<file path="config.mk">
export PLATFORM = sky130hd
export DESIGN_NAME = prim_flop_nsync_filt
export DESIGN_NICKNAME = d
export VERILOG_FILES = /design/src/rtl/prim_flop_nsync_filt.sv
export SDC_FILE = /design/constraint.sdc
export NUM_CORES = 1
export LEC_CHECK = 0
export CORE_MARGIN = 1.5
export CORE_UTILIZATION = 56
export DETAILED_ROUTE_END_ITERATION = 10
export PLACE_DENSITY = 0.91
export SLEW_MARGIN = 20
export SYNTH_ARGS = -nofsm -noshare
export SYNTH_HDL_FRONTEND = slang
export SYNTH_SLANG_ARGS = --single-unit
</file>
<file path="constraint.sdc">
create_clock -name clk_i -period 3.28 [get_ports clk_i]
set_input_delay 0.328 -clock clk_i [delete_from_list [all_inputs] [get_ports clk_i]]
set_output_delay 0.328 -clock clk_i [all_outputs]
set_load 0.05 [all_outputs]
</file>
<file path="src/rtl/prim_flop_nsync_filt.sv">
// -----------------------------------------------------------------------------
// prim_flop_nsync_filt
//
// Multi-bit level synchroniser with a per-bit stability filter.
// Every bit passes through a Stages-deep flop chain into the destination
// clock domain. A per-bit counter then only lets q_o take a new synchronised
// value once that value has persisted for FiltCycles consecutive cycles.
// FiltCycles = 0 bypasses the filter and leaves a single retiming register.
//
// Optional feature macro: PRIM_SYNC_EDGE_EN
//   defined   : rise_o / fall_o are registered one-cycle pulses that are
//               coincident with the new q_o value.
//   undefined : rise_o / fall_o are tied to zero and no edge flops exist.
//               The ports stay present so instantiations do not change.
//
// Parameters:
//   Width       number of independent bit channels
//   Stages      synchroniser depth, 2..4
//   ResetValue  reset value of sync stages and q_o
//   FiltCycles  cycles a new value must persist, 0..255 (0 = bypass)
//
// Ports:
//   clk_i   destination clock
//   rst_ni  asynchronous active-low reset
//   d_i     asynchronous input bits
//   q_o     synchronised, filtered level
//   rise_o  one-cycle pulse when q_o[b] goes 0->1
//   fall_o  one-cycle pulse when q_o[b] goes 1->0
// -----------------------------------------------------------------------------
module prim_flop_nsync_filt #(
   parameter int unsigned     Width      = 16,
   parameter int unsigned     Stages     = 2,
   parameter logic [Width-1:0] ResetValue = '0,
   parameter int unsigned     FiltCycles = 4
) (
   input  logic             clk_i,
   input  logic             rst_ni,
   input  logic [Width-1:0] d_i,
   output logic [Width-1:0] q_o,
   output logic [Width-1:0] rise_o,
   output logic [Width-1:0] fall_o
);

   // Parameter legality checks at elaboration.
   if ((Stages < 2) || (Stages > 4)) begin : gen_stages_err
      $error("prim_flop_nsync_filt: Stages must be in 2..4");
   end

   if (FiltCycles > 255) begin : gen_filt_err
      $error("prim_flop_nsync_filt: FiltCycles must be in 0..255");
   end

   // ---------------------------------------------------------------------------
   // Synchroniser chain
   // ---------------------------------------------------------------------------
   logic [Width-1:0] sync_q [Stages];
   logic [Width-1:0] sync_last;

   // Stage 0 samples d_i directly; each later stage retimes the previous one.
   always_ff @(posedge clk_i or negedge rst_ni) begin
      if (!rst_ni) begin
         for (int unsigned i = 0; i < Stages; i++) begin
            sync_q[i] <= ResetValue;
         end
      end else begin
         sync_q[0] <= d_i;
         for (int unsigned i = 1; i < Stages; i++) begin
            sync_q[i] <= sync_q[i-1];
         end
      end
   end

   assign sync_last = sync_q[Stages-1];

   // ---------------------------------------------------------------------------
   // Stability filter / bypass register
   // ---------------------------------------------------------------------------
   logic [Width-1:0] q_d;
   logic [Width-1:0] q_q;

   if (FiltCycles == 0) begin : gen_bypass
      // No counters: q_o is simply one more register after the chain so that
      // the edge logic sees the same registered structure in both modes.
      always_comb begin
         q_d = sync_last;
      end
   end else begin : gen_filter
      localparam int unsigned CntW =
         ($clog2(FiltCycles + 1) > 1) ? $clog2(FiltCycles + 1) : 1;
      localparam logic [CntW-1:0] CntMax = CntW'(FiltCycles - 1);

      logic [CntW-1:0] cnt_d [Width];
      logic [CntW-1:0] cnt_q [Width];

      // Per-bit counter of consecutive mismatching cycles. Any agreement
      // clears it; reaching F-1 while still mismatching commits the value.
      // The counter never exceeds CntMax, so it cannot wrap.
      always_comb begin
         q_d = q_q;
         for (int unsigned b = 0; b < Width; b++) begin
            cnt_d[b] = '0;
            if (sync_last[b] != q_q[b]) begin
               if (cnt_q[b] == CntMax) begin
                  q_d[b] = sync_last[b];
               end else begin
                  cnt_d[b] = cnt_q[b] + CntW'(1);
               end
            end
         end
      end

      always_ff @(posedge clk_i or negedge rst_ni) begin
         if (!rst_ni) begin
            for (int unsigned b = 0; b < Width; b++) begin
               cnt_q[b] <= '0;
            end
         end else begin
            for (int unsigned b = 0; b < Width; b++) begin
               cnt_q[b] <= cnt_d[b];
            end
         end
      end
   end

   // Filtered output level register.
   always_ff @(posedge clk_i or negedge rst_ni) begin
      if (!rst_ni) begin
         q_q <= ResetValue;
      end else begin
         q_q <= q_d;
      end
   end

   assign q_o = q_q;

   // ---------------------------------------------------------------------------
   // Edge pulses
   // ---------------------------------------------------------------------------
`ifdef PRIM_SYNC_EDGE_EN
   logic [Width-1:0] rise_q;
   logic [Width-1:0] fall_q;

   // Pulses are captured on the same edge that updates q_q, so each pulse is
   // visible in exactly the cycle the new level first appears. A bit can only
   // move one way per edge, so rise and fall are mutually exclusive.
   always_ff @(posedge clk_i or negedge rst_ni) begin
      if (!rst_ni) begin
         rise_q <= '0;
         fall_q <= '0;
      end else begin
         rise_q <= q_d & ~q_q;
         fall_q <= ~q_d & q_q;
      end
   end

   assign rise_o = rise_q;
   assign fall_o = fall_q;
`else
   assign rise_o = '0;
   assign fall_o = '0;
`endif

endmodule

</file>
## After elaboration in Yosys (flattened, before gate mapping)

Index checks and enable logic that the tools add are counted.

- Flip-flop bits (word level): 96
- Word-level logic and storage cells: 130
- Output and inout bits: 48

- Multiplexer cells: 32
- Reductions and logical operators: 16
- Eq/ne operators: 32
- Add/sub/neg operators: 16

Operator list:

| operator | count |
|---|---|
| two-way mux 3 bit | 32 |
| adder 3 x 1 -> 3 bit, second input constant | 16 |
| equality test 3 x 2 -> 1 bit, second input constant | 16 |
| AND reduction 2 bit | 16 |
| != test 1 bit | 16 |

## Longest topological paths before layout

Gate-level depths: netlist (run 1).

- Depth after elaboration: 3
- Mapped depth: 3
- Mapped depth without buffers: 3

## Worst setup path after synthesis (run 1)

Ideal clock, no wire load.

- Path type: flip-flop to flip-flop
- Start: reg q_q[12] (netlist: q_o[12])
- End: reg gen_filter.cnt_q[10] (netlist bit)
- Slack: 2.195 ns
- Arrival time: 0.997 ns
- Period minus slack after synthesis: 1.085 ns
- Required time: 3.192 ns
- Stages on the path, launching flop included: 3
- Cells stage by stage: dfrtp_1 -> xnor2_1 -> nor3b_1

RTL lines:

| item | RTL line | RTL |
|---|---|---|
| start: declaration | 79 | `logic [Width-1:0] q_q;` |
| start signal: assignment | 128 | `q_q <= ResetValue;` |
| start signal: assignment | 130 | `q_q <= q_d;` |
| end signal: indexed assignment | 119 | `cnt_q[b] <= cnt_d[b];` |
| end: declaration | 93 | `logic [CntW-1:0] cnt_q [Width];` |

## Worst setup path after layout (run 1)

- Start: reg q_q[4] (netlist: q_o[4])
- End: out q_o[4]

RTL lines:

| item | RTL line | RTL |
|---|---|---|
| end: declaration | 39 | `output logic [Width-1:0] q_o,` |

No word-level cell between the ends.

==> reports/qor.yml, run 1 <==
run_status:
  outcome: "complete, no violations"
drt:
  dr.pass1.iters: 2
  wl_per_cell_um: 12.7
  vias: 1742
  drt-initial-drc-count: 40
  drt.antenna.violating_nets: 0
  vias_per_cell: 4.73
  drc_errors: 0
  wl_um: 4680
logic_synthesis:
  synth_most_common_cell: "dfrtp_1"
  avgSynthCellArea_um2: 15.4
  synth_top_area_share_pct: 64.9
  synth-edff-count: 0
  netlist_area_um2: 3700
  ys_seq_area_share_pct: 64.9
  ys_ff_latch: 96
  synth.distinct_cells: 10
  synth_ff_type: "dfrtp_1"
  ys_warn_count: 0
  yosysTopAreaCell: "dfrtp_1"
  netlist_instances: 241
  yosys-top-cells-area: "dfrtp_1 (65%), buf_4 (6.5%), nor2b_4 (5.9%)"
  synthTopCellsByCount: "dfrtp_1 (96), buf_4 (32), nor3b_1 (29)"
  async_flop_share_pct: 100
worst_setup_path:
  crit_chain: "clkdlybuf4s50_1"
  arrival_ps: 1580
  crit_start: "q_o[4]$_DFFE_PN0P_"
  path_delay_family: "buffers and inverters"
  cp-end-kind: "output port"
  crit_buf_inv: 1
  crit_fanout: 3
  r2r_start: "gen_filter.cnt_q[9]$_DFF_PN0_"
  worstPathRequired_ps: 2950
  cp-start-kind: "register"
  cp_slowest_cell: "clkdlybuf4s50_1"
  cp_slowest_stage_delay_ps: 820
  worstSetupPathType: "reg2out"
sta:
  tightest_slew_ps: 900
  fin_crit_sh_pct: 58.1
  skew_ps: 10.0
  setup_ws_ps: 1380
  hold_ws_ps: 111
  finalSetupViolCount: 0
  max_freq_mhz: 525
  period_needed_ps: 1900
  rsz0062_at_grt: "false"
  hold_viol: 0
  max-slew-margin-rel_pct: 40.0
  slew_viol_final: 0
  fin_setup_tns_ps: 0
placed_design:
  post-place-ws_ps: 1760
  port_buffers: 33
  hpwl_um: 3340
  gp_congestion: 0.651
  place_area_um2: 4020
clocking:
  clock-root-buffer: "clkbuf_8"
  cts-resized-gates: 0
  cts_buffers: 9
  clk_pin_slew_ps: 90
  cts_sinks: 96
  cts_hold_buffers: 0
  htreeDepth: 3
  cts_buffer_depth: 2
  post_cts_buffers: 0
  clock_latency_ps: 350
  cts_tree: "yes"
cells_and_area:
  n_antenna_cell: 0
  finish.instance_area_um2: 4260
  syn_to_final_growth_pct: 15.0
  fillers: 454
  nets: 320
  drive_above_1_share_pct: 17.5
floorplanning:
  dieHeight_um: 84.3
  dieWidth_um: 84.3
  initial_core_util_pct: 58.0
  die_area_um2: 7110
  rows: 29
  ioPinCount: 66
  core_um2: 6390
power:
  power_density_nw_per_um2: 889
  leakagePower_nw: 1.94
  ir_drop_uv: 526
global_routing:
  antenna_found_initial: 0
  grt_pass1_vias: 1784
  grt_max_degree: 76
  grt_pass1_wl_um: 8000
  grt-ovfl-total: 0
  track_usage_pct: 14.6
min_path:
  min-delay-path-class: "in2async"
run:
  max-cap-violations: 0
==> final timing paths <==
kind,depth (start not counted),slack (ps),end
min,1,110,sync_q[23]$_DFF_PN0_
max,1,1380,q_o[4]
max reg2reg,3,2090,q_o[12]$_DFFE_PN0P_
min reg2reg,0,350,sync_last[14]$_DFF_PN0_
max in group asynchronous,2,2450,q_o[10]$_DFFE_PN0P_
min in group clk_i,0,350,sync_last[14]$_DFF_PN0_
==> cell families after synthesis <==
kind of cell / count (synthesis) / share of synthesized area [%]
other: 1 / 0.101
XOR/XNOR: 16 / 3.78
multiplexers: 16 / 4.86
adder cells (fa/ha/maj): 16 / 5.41
AND/OR/NAND/NOR: 64 / 14.5
flip-flops: 96 / 64.9
buffers and inverters: 32 / 6.49
==> area by class of cell <==
| type | count | area (um^2) | area share (%) |
|---|---|---|---|
| clock buffer | 12 | 165 | 3.88 |
| tap | 77 | 96.3 | 2.26 |
| sequential | 96 | 2400 | 56.4 |
| multi-input combinational | 144 | 1180 | 27.6 |
| clock inverter | 4 | 75.1 | 1.76 |
| timing repair buffer | 35 | 343 | 8.05 |
==> through the flow <==
stage / power [mW] / instances / utilization, %
2_1_floorplan: 2.61 / 272 / -
3_3_place_gp: 2.89 / 352 / 62.9
3_5_place_dp: 2.96 / 352 / 62.9
4_1_cts: 3.84 / 368 / 66.7
5_1_grt: 4.01 / 368 / 66.7
6_report: 3.79 / 368 / 66.7
==> layer usage <==
metal	part of all wire, %	wire (um)	track usage, %	vias up
met5	0	0	0	-
met4	2.1	98	8.05	0
met3	4.6	217	4.13	10
met2	49	2280	24.0	49
met1	45	2090	17.6	844
li1	-	-	-	839
==> power breakdown <==
group          switching, mW  internal, mW
Sequential             0.171          1.46
Combinational          0.743         0.544
Clock                  0.379         0.492
==> sequential cells by signal (all words and copies together) (netlist names) <==
signal,cells
gen_filter.cnt_q,48
q_o,16
sync_last,16
sync_q,16
==> placed cells by master, fill, tap and decap left out, drive strengths merged <==
| master | synthesis | routed |
|---|---|---|
| buf | 32 | 3 |
| bufinv | 0 | 2 |
| clkbuf | 0 | 12 |
| clkdlybuf4s50 | 0 | 32 |
| clkinvlp | 0 | 2 |
| conb | 1 | 32 |
| dfrtp | 96 | 96 |
| ha | 16 | 16 |
| mux2 | 16 | 16 |
| nor2b | 19 | 19 |
| nor3 | 16 | 16 |
| nor3b | 29 | 29 |
| xnor2 | 16 | 16 |
(Power assumes the default switching activity.)
==> run 2, diff against run 1 <==
CORE_UTILIZATION = 47   (was 56)
PLACE_DENSITY = 0.82   (was 0.91)
clock period = 1.7 ns   (was 3.28 ns; I/O delays follow)
==> reports/qor.yml, run 2 (synthesized netlist as in run 1, its figures left out) <==
run_status:
  outcome: "complete, no violations"
worst_setup_path:
  r2r_start: "gen_filter.cnt_q[39]$_DFF_PN0_"
  worstPathRequired_ps: 1530  # -1420 ps
  r2r-end: "q_o[2]$_DFFE_PN0P_"
  cp_slowest_stage_delay_ps: 550  # -270 ps
  crit_chain: "dlygate4sd2_1"
  reg2reg_setup_slack_ps: 520  # -1570 ps
  cp-end-kind: "output port"
  crit_fanout: 3  # unchanged
  cp_slowest_cell: "dlygate4sd2_1"
  arrival_ps: 1270  # -310 ps
  ff2ff_path_depth: 3  # unchanged
  path_delay_family: "buffers and inverters"
  worstSetupPathType: "reg2out"
  crit_buf_inv: 1  # unchanged
  cp-start-kind: "register"
sta:
  period_needed_ps: 1440
  hold_viol: 0  # unchanged
  slew_viol_final: 0  # unchanged
  rsz0062_at_grt: "false"
  skew_ps: 8.83  # -1.18 ps
  fin_setup_tns_ps: 0  # unchanged
  finalSetupViolCount: 0  # unchanged
  max_freq_mhz: 692
  fin_crit_sh_pct: 85.0
floorplanning:
  dieWidth_um: 91.8  # +8.8%
  rows: 32  # +10%
  initial_core_util_pct: 48.2  # -9.8 points
  ioPinCount: 66  # unchanged
  dieHeight_um: 91.8  # +8.8%
  die_area_um2: 8420  # +18%
  core_um2: 7690  # +20%
cells_and_area:
  final_common_cell: "dfrtp_1"
  largest_reg_flops: 48  # unchanged
  fin_cells: 393  # +6.8%
  drive_above_1_share_pct: 17.9  # +0.34 points
  layout.cells.most_common_list: "dfrtp_1 (96), conb_1 (32), nor3b_1 (29)"
  nets: 320  # unchanged
  n_antenna_cell: 0  # unchanged
  syn_to_final_growth_pct: 14.0
  finish.instance_area_um2: 4220  # -0.85%
  top_register: "gen_filter.cnt_q"
clocking:
  clock_latency_ps: 340  # about the same
  cts_buffer_depth: 2  # unchanged
  cts_buffers: 9  # unchanged
  clk_pin_slew_ps: 90  # about the same
  htreeDepth: 3  # unchanged
  post_cts_buffers: 0  # unchanged
  cts_tree: "yes"
  cts_sinks: 96  # unchanged
  clock-root-buffer: "clkbuf_8"
min_path:
  hp-start: "d_i[3]"
  hold_end: "sync_q[19]$_DFF_PN0_"
  whs_path_depth: 1
  min-delay-path-class: "in2reg"
placed_design:
  place_inst: 376  # +6.8%
  gp_congestion: 0.669  # +2.7%
  port_buffers: 33  # unchanged
  place_area_um2: 4050  # +0.72%
  hpwl_um: 3240  # -3.0%
global_routing:
  grt_pass1_vias: 1766  # -1.0%
  grt_max_degree: 97  # +28%
  grt_pass1_wl_um: 8060  # +0.78%
  antenna_found_initial: 0  # unchanged
  grt-ovfl-total: 0  # unchanged
  track_usage_pct: 12.2  # -2.4 points
drt:
  drt-initial-drc-count: 41  # +2.5%
  dr.pass1.iters: 4  # +2
  vias: 1768  # +1.5%
  drt.antenna.violating_nets: 0  # unchanged
  wl_um: 4620  # -1.3%
  drc_errors: 0  # unchanged
  wl_per_cell_um: 11.8  # -7.5%
  vias_per_cell: 4.50  # -5.0%
power:
  power_density_nw_per_um2: 1620  # +82%
  leakagePower_nw: 1.94  # about the same
  ir_drop_uv: 775  # +47%
run:
  max-cap-violations: 0  # unchanged
run 2: changes by cell type in the layout (fill, tap and decap cells not counted), sizes merged, moves of 2 or more:
cell | before | now
clkdlybuf4s50 | 32 | 16
dlygate4sd2 | 0 | 13
buf | 3 | 5
bufinv | 2 | 0
run 2: worst reg2reg max path: stages, from the launching register on:
cell and delay [ps]:
dfrtp_1 370, ha_1 190, nor2b_4 180, mux2_2 340
run 2: what timing repair did:
| item | 4_1_cts | 5_1_grt |
|---|---|---|
| endpoints found under the hold margin | 96 | 0 |
| endpoints found under the setup margin | 13 | 0 |
| hold buffers | 1 | 0 |
| gates resized for setup | 13 | 0 |
run 2: power breakdown:
group | total [mW] | internal [mW] | switching (mW)
Combinational | 2.37 | 0.932 | 1.43
Clock | 1.32 | 0.580 | 0.740
Sequential | 3.14 | 2.82 | 0.320
run 2: routing by layer:
metal	vias to the layer above	share of wire, %	global-route usage [%]
li1	839	-	-
met1	885	43	15.5
met2	38	51	19.9
met3	6	4.1	4.15
met4	0	1.4	3.85
met5	-	0	0
run 2: through the flow:
step	power (mW)	hold WS, ps	util, %	setup WS, ps
after floorplan	5.03	-126	-	615
final	6.82	256	54.9	255
after global placement	5.57	255	52.7	366
after detailed placement	5.71	262	52.7	341
after global routing	7.29	233	54.9	180
after CTS	6.96	233	54.9	217
run 2: worst max-delay path by stage:
stage / from / to / slack, ps / cells past startpoint
after CTS: q_o[8]$_DFFE_PN0P_ / q_o[8] / 220 / 1
after global placement: q_o[8]$_DFFE_PN0P_ / q_o[8] / 370 / 1
after detailed placement: q_o[6]$_DFFE_PN0P_ / q_o[6] / 340 / 1
after floorplan: q_o[12]$_DFFE_PN0P_ / gen_filter.cnt_q[10]$_DFF_PN0_ / 620 / 2
final: q_o[8]$_DFFE_PN0P_ / q_o[8] / 260 / 1
after global routing: q_o[8]$_DFFE_PN0P_ / q_o[8] / 180 / 1
run 2: cell type report:
type / count / area (um^2)
Sequential cell: 96 / 2400
Timing Repair Buffer: 35 / 334
Clock buffer: 11 / 141
Clock inverter: 5 / 40.0
Multi-Input combinational cell: 144 / 1180
Fill cell: 653 / 3460
Tap cell: 102 / 128
==> variant 1: new RTL, config.mk and constraints of run 2 <==
The option `PRIM_SYNC_EDGE_EN` is turned on by a define.
--- a/src/rtl/prim_flop_nsync_filt.sv
+++ b/src/rtl/prim_flop_nsync_filt.sv
@@ -29,2 +29,4 @@
 // -----------------------------------------------------------------------------
+`define PRIM_SYNC_EDGE_EN
+
 module prim_flop_nsync_filt #(
Behaviour: not the same (Yosys sat finds a counterexample within 10 cycles, from zero or initial values and one cycle with rst_ni low).
==> variant 1 against run 2 <==
Sequential cell count increased by 32. Die area increased by 23%. Cell area increased by 41%. Synthesized area increased by 24%. Power increased by 49%. Synthesized cell count increased by 19%. Count of clock-buffer cells in the layout increased by 12. Worst setup slack got worse by 110 ps. Non-clock buffer count increased by 34. Critical path type unchanged. Highest routed layer unchanged. Routed wire length increased by 49%. Register-to-register slack got worse by 30 ps. Hold slack got worse by 160 ps.
==> variant 1: results (changes against run 2) <==
[outcome]
status=finished clean

[setup_path]
reg2reg_slack_ps=490  ; -30 ps
arrival_ps=1380  ; +110 ps
critPathLaunch=fall_o[8]$_DFF_PN0_
slowest_delay_ps=530  ; -20 ps
worstPathMaxFanout=1  ; -2
r2r_end=q_o[15]$_DFF_PN0_
rr_startpoint=gen_filter.cnt_q[0]$_DFF_PN0_
crit_path_end=fall_o[8]
critPathSlowestCell=dlygate4sd2_1

[yosys]
yosys-top-cells-area=dfrtp_1 70%, nor3b_1 10%, ha_1 4.4%
syn-instance-count=287  ; +19%
synth_cell_types=14  ; +4
synth_commonest_cells=128 x dfrtp_1, 61 x nor3b_1, 16 x ha_1, 16 x xnor2_1, 15 x nor3_1
yosysSeqAreaShare_pct=69.7  ; +4.8 points
async_flop_share_pct=100  ; unchanged

[power]
seq_power_share_pct=40.1  ; -5.9 points
switching_power_mw=3.25  ; +30%
combPwrFrac_pct=26.2  ; -8.5 points
p_per_area_nw_per_um2=1700  ; +5.4%
ir_worst_vdd_uv=962  ; +24%
p_leak_nw=2.81  ; +45%

[place]
routabilityCongestion=0.722  ; +8.0%
hpwl_microns=4730  ; +46%
dp_cells=484  ; +29%
io_buffers=65  ; +97%
placed_area_sq_um=5430  ; +34%
dp_slack_ps=397  ; +55.8 ps

[clock_tree]
cts_hold_buf=1  ; unchanged
clk_pin_slew_ps=60  ; -30 ps
clk_latency_ps=510  ; +170 ps
numCtsBuffers=17  ; +8
cts.htree.levels=4  ; +1
cts.repair.resized=32  ; +19

[global_routing]
grt_usage_pct=15.7  ; +3.5 points
antenna_found_initial=0  ; unchanged
grt_pass1_vias=2764  ; +57%
grt_pass1_wl_microns=12200  ; +51%
grt_max_degree=38  ; -61%

[timing]
hold_slack_ps=95.8  ; -160 ps
maxSlewViolCount=0  ; unchanged
fin_ws_ps=149  ; -106 ps
fin_skew_ps=6.50  ; -2.33 ps

[final_layout]
fin_cells=517  ; +32%
final_nets=409  ; +28%
final_layout_size_suffix_gt1_share_pct=19.1  ; +1.2 points

[min_path]
holdCritPathClass=input pin to flip-flop
holdCritStartpoint=d_i[12]
hold-path-endpoint=sync_q[28]$_DFF_PN0_

[routing]
vias=2491  ; +41%
first_iter_violations=28  ; -32%
wl_per_cell_microns=13.3  ; +13%

==> variant 1: cell count changes after synthesis, moves of 3 or more <==
| cell | change |
|---|---|
| buf_4 | -32 |
| mux2_1 | +7 |
| dfrtp_1 | +32 |
| nand2b_1 | +12 |
| nor3b_1 | +32 |
| nor2b_4 | -5 |
| nand2b_4 | +4 |
| nor2b_1 | +3 |
| mux2_2 | -8 |
==> variant 1: per-layer routing <==
metal	vias up	GRT usage (%)	wire, microns
li1	1171	-	-
met1	1256	17.1	2960
met2	54	26.6	3490
met3	10	6.50	348
met4	0	7.90	102
met5	-	0	0
==> variant 1: area by class of cell <==
class,instances,area [sq um]
Tap cell,129,161
Clock buffer,23,467
Sequential cell,128,3200
Multi-Input combinational cell,159,1390
Clock inverter,9,108
Fill cell,733,3400
Timing Repair Buffer,69,638
==> variant 1: cells by family after synthesis <==
kind of cell	synth area share, %
DFF	69.7
muxes	4.00
and+or+nand+nor	18.9
adders and majority gates	4.35
xor gates and xnor gates	3.05
==> variant 2: new RTL, flow settings as in run 2 <==
Made on the original files. Add an input register stage for `d_i`; this delays it by one clock.
--- a/src/rtl/prim_flop_nsync_filt.sv
+++ b/src/rtl/prim_flop_nsync_filt.sv
@@ -43,2 +43,8 @@
 
+   logic [Width-1:0] d_q;
+
+   always_ff @(posedge clk_i) begin
+      d_q <= d_i;
+   end
+
    // Parameter legality checks at elaboration.
@@ -65,3 +71,3 @@
       end else begin
-         sync_q[0] <= d_i;
+         sync_q[0] <= d_q;
          for (int unsigned i = 1; i < Stages; i++) begin
Check against the original RTL: not equivalent (Yosys sat finds a counterexample within 10 cycles, from zero or initial values and one cycle with rst_ni low).
==> variant 2 against run 2 <==
Cell area up 8.1%. Synthesized area up 8.6%. Routed wire length up 2.7%. Critical path depth unchanged. Cell count up 5.1%. Power up 8.5%. Sequential cell count up 16. Global-route usage down 0.46 points. Clock skew up 2.2 ps. Worst setup slack worse by 18 ps.
==> variant 2: results (changes against run 2) <==
[place]
routabilityCongestion=0.648  ; -3.1%
placed_area_sq_um=4370  ; +8.0%
dp_slack_ps=342  ; +1.08 ps
hpwl_microns=3370  ; +4.0%
dp_cells=396  ; +5.3%

[timing]
fin_skew_ps=11.0  ; +2.17 ps
max_freq_mhz=683  ; -1.3%
hold_slack_ps=233  ; -22.7 ps

[yosys]
syn-instance-count=257  ; +6.6%
async_flop_share_pct=85.7  ; -14 points
synth_cell_types=11  ; +1
yosys-top-cells-area=dfrtp_1 60%, dfxtp_1 8.0%, buf_4 6.0%
synth_commonest_cells=96 x dfrtp_1, 32 x buf_4, 29 x nor3b_1
yosysSeqAreaShare_pct=67.7  ; +2.8 points

[setup_path]
rr_startpoint=gen_filter.cnt_q[36]$_DFF_PN0_
arrival_ps=1290  ; +20 ps
slowest_delay_ps=540
critPathLaunch=q_o[1]$_DFFE_PN0P_
crit_path_end=q_o[1]
r2r_end=q_o[3]$_DFFE_PN0P_
worstPathMaxFanout=3  ; unchanged

[final_layout]
final_layout_size_suffix_gt1_share_pct=18.5  ; +0.64 points
final_nets=337  ; +5.3%
area_growth_pct=13.4
fin_cells=413  ; +5.1%
fillerInstances=664  ; +1.7%

[global_routing]
grt_max_degree=43  ; -56%
grt_pass1_wl_microns=8140  ; +0.94%
grt_pass1_vias=1915  ; +8.4%
grt_usage_pct=11.8  ; -0.46 points

[clock_tree]
clk_pin_slew_ps=110  ; +20 ps
clk_latency_ps=370  ; +30 ps
cts_hold_buf=1  ; unchanged
cts.htree.levels=3  ; unchanged
cts.repair.resized=10  ; -3

[min_path]
holdCritStartpoint=d_i[6]
hold-path-endpoint=d_q[6]$_DFF_P_

[routing]
drt-total-wl_microns=4750  ; +2.7%
vias=1890  ; +6.9%
first_iter_violations=32  ; -22%

[power]
ir_worst_vdd_uv=900  ; +16%
combPwrFrac_pct=32.1  ; -2.6 points
clock_power_share_pct=20.1  ; +0.8 points
switching_power_mw=2.64  ; +5.8%
p_leak_nw=2.09  ; +7.9%

[outcome]
status=finished clean

[variant 2: changes by cell type after synthesis, sizes merged]
| cell | before | now |
|---|---|---|
| dfxtp | 0 | 16 |
[variant 2: per-layer routing]
metal	share of wire [%]	vias up	wire length, microns	global-route usage [%]
met5	0	-	0	0
li1	-	890	-	-
met1	43	940	2030	12.9
met4	1.2	0	57	4.78
met3	6.1	5	289	5.10
met2	50	55	2380	19.9
[variant 2: layout make-up]
class	instances	area share, %
Clock buffer	10	3.02
Clock inverter	6	1.23
Multi-Input combinational cell	144	25.8
Sequential cell	112	59.7
Tap cell	105	2.88
Timing Repair Buffer	36	7.40
[variant 2: cells by family (layout without fill, tap and decap cells)]
family	Yosys count	count (layout)	share of synthesized area, %
DFF	112	112	67.7
xor gates and xnor gates	16	16	3.48
other	1	32	0.0932
and+or+nand+nor	64	64	13.3
buffers and inverters	32	52	5.97
muxes	16	16	4.48
adders and majority gates	16	16	4.98
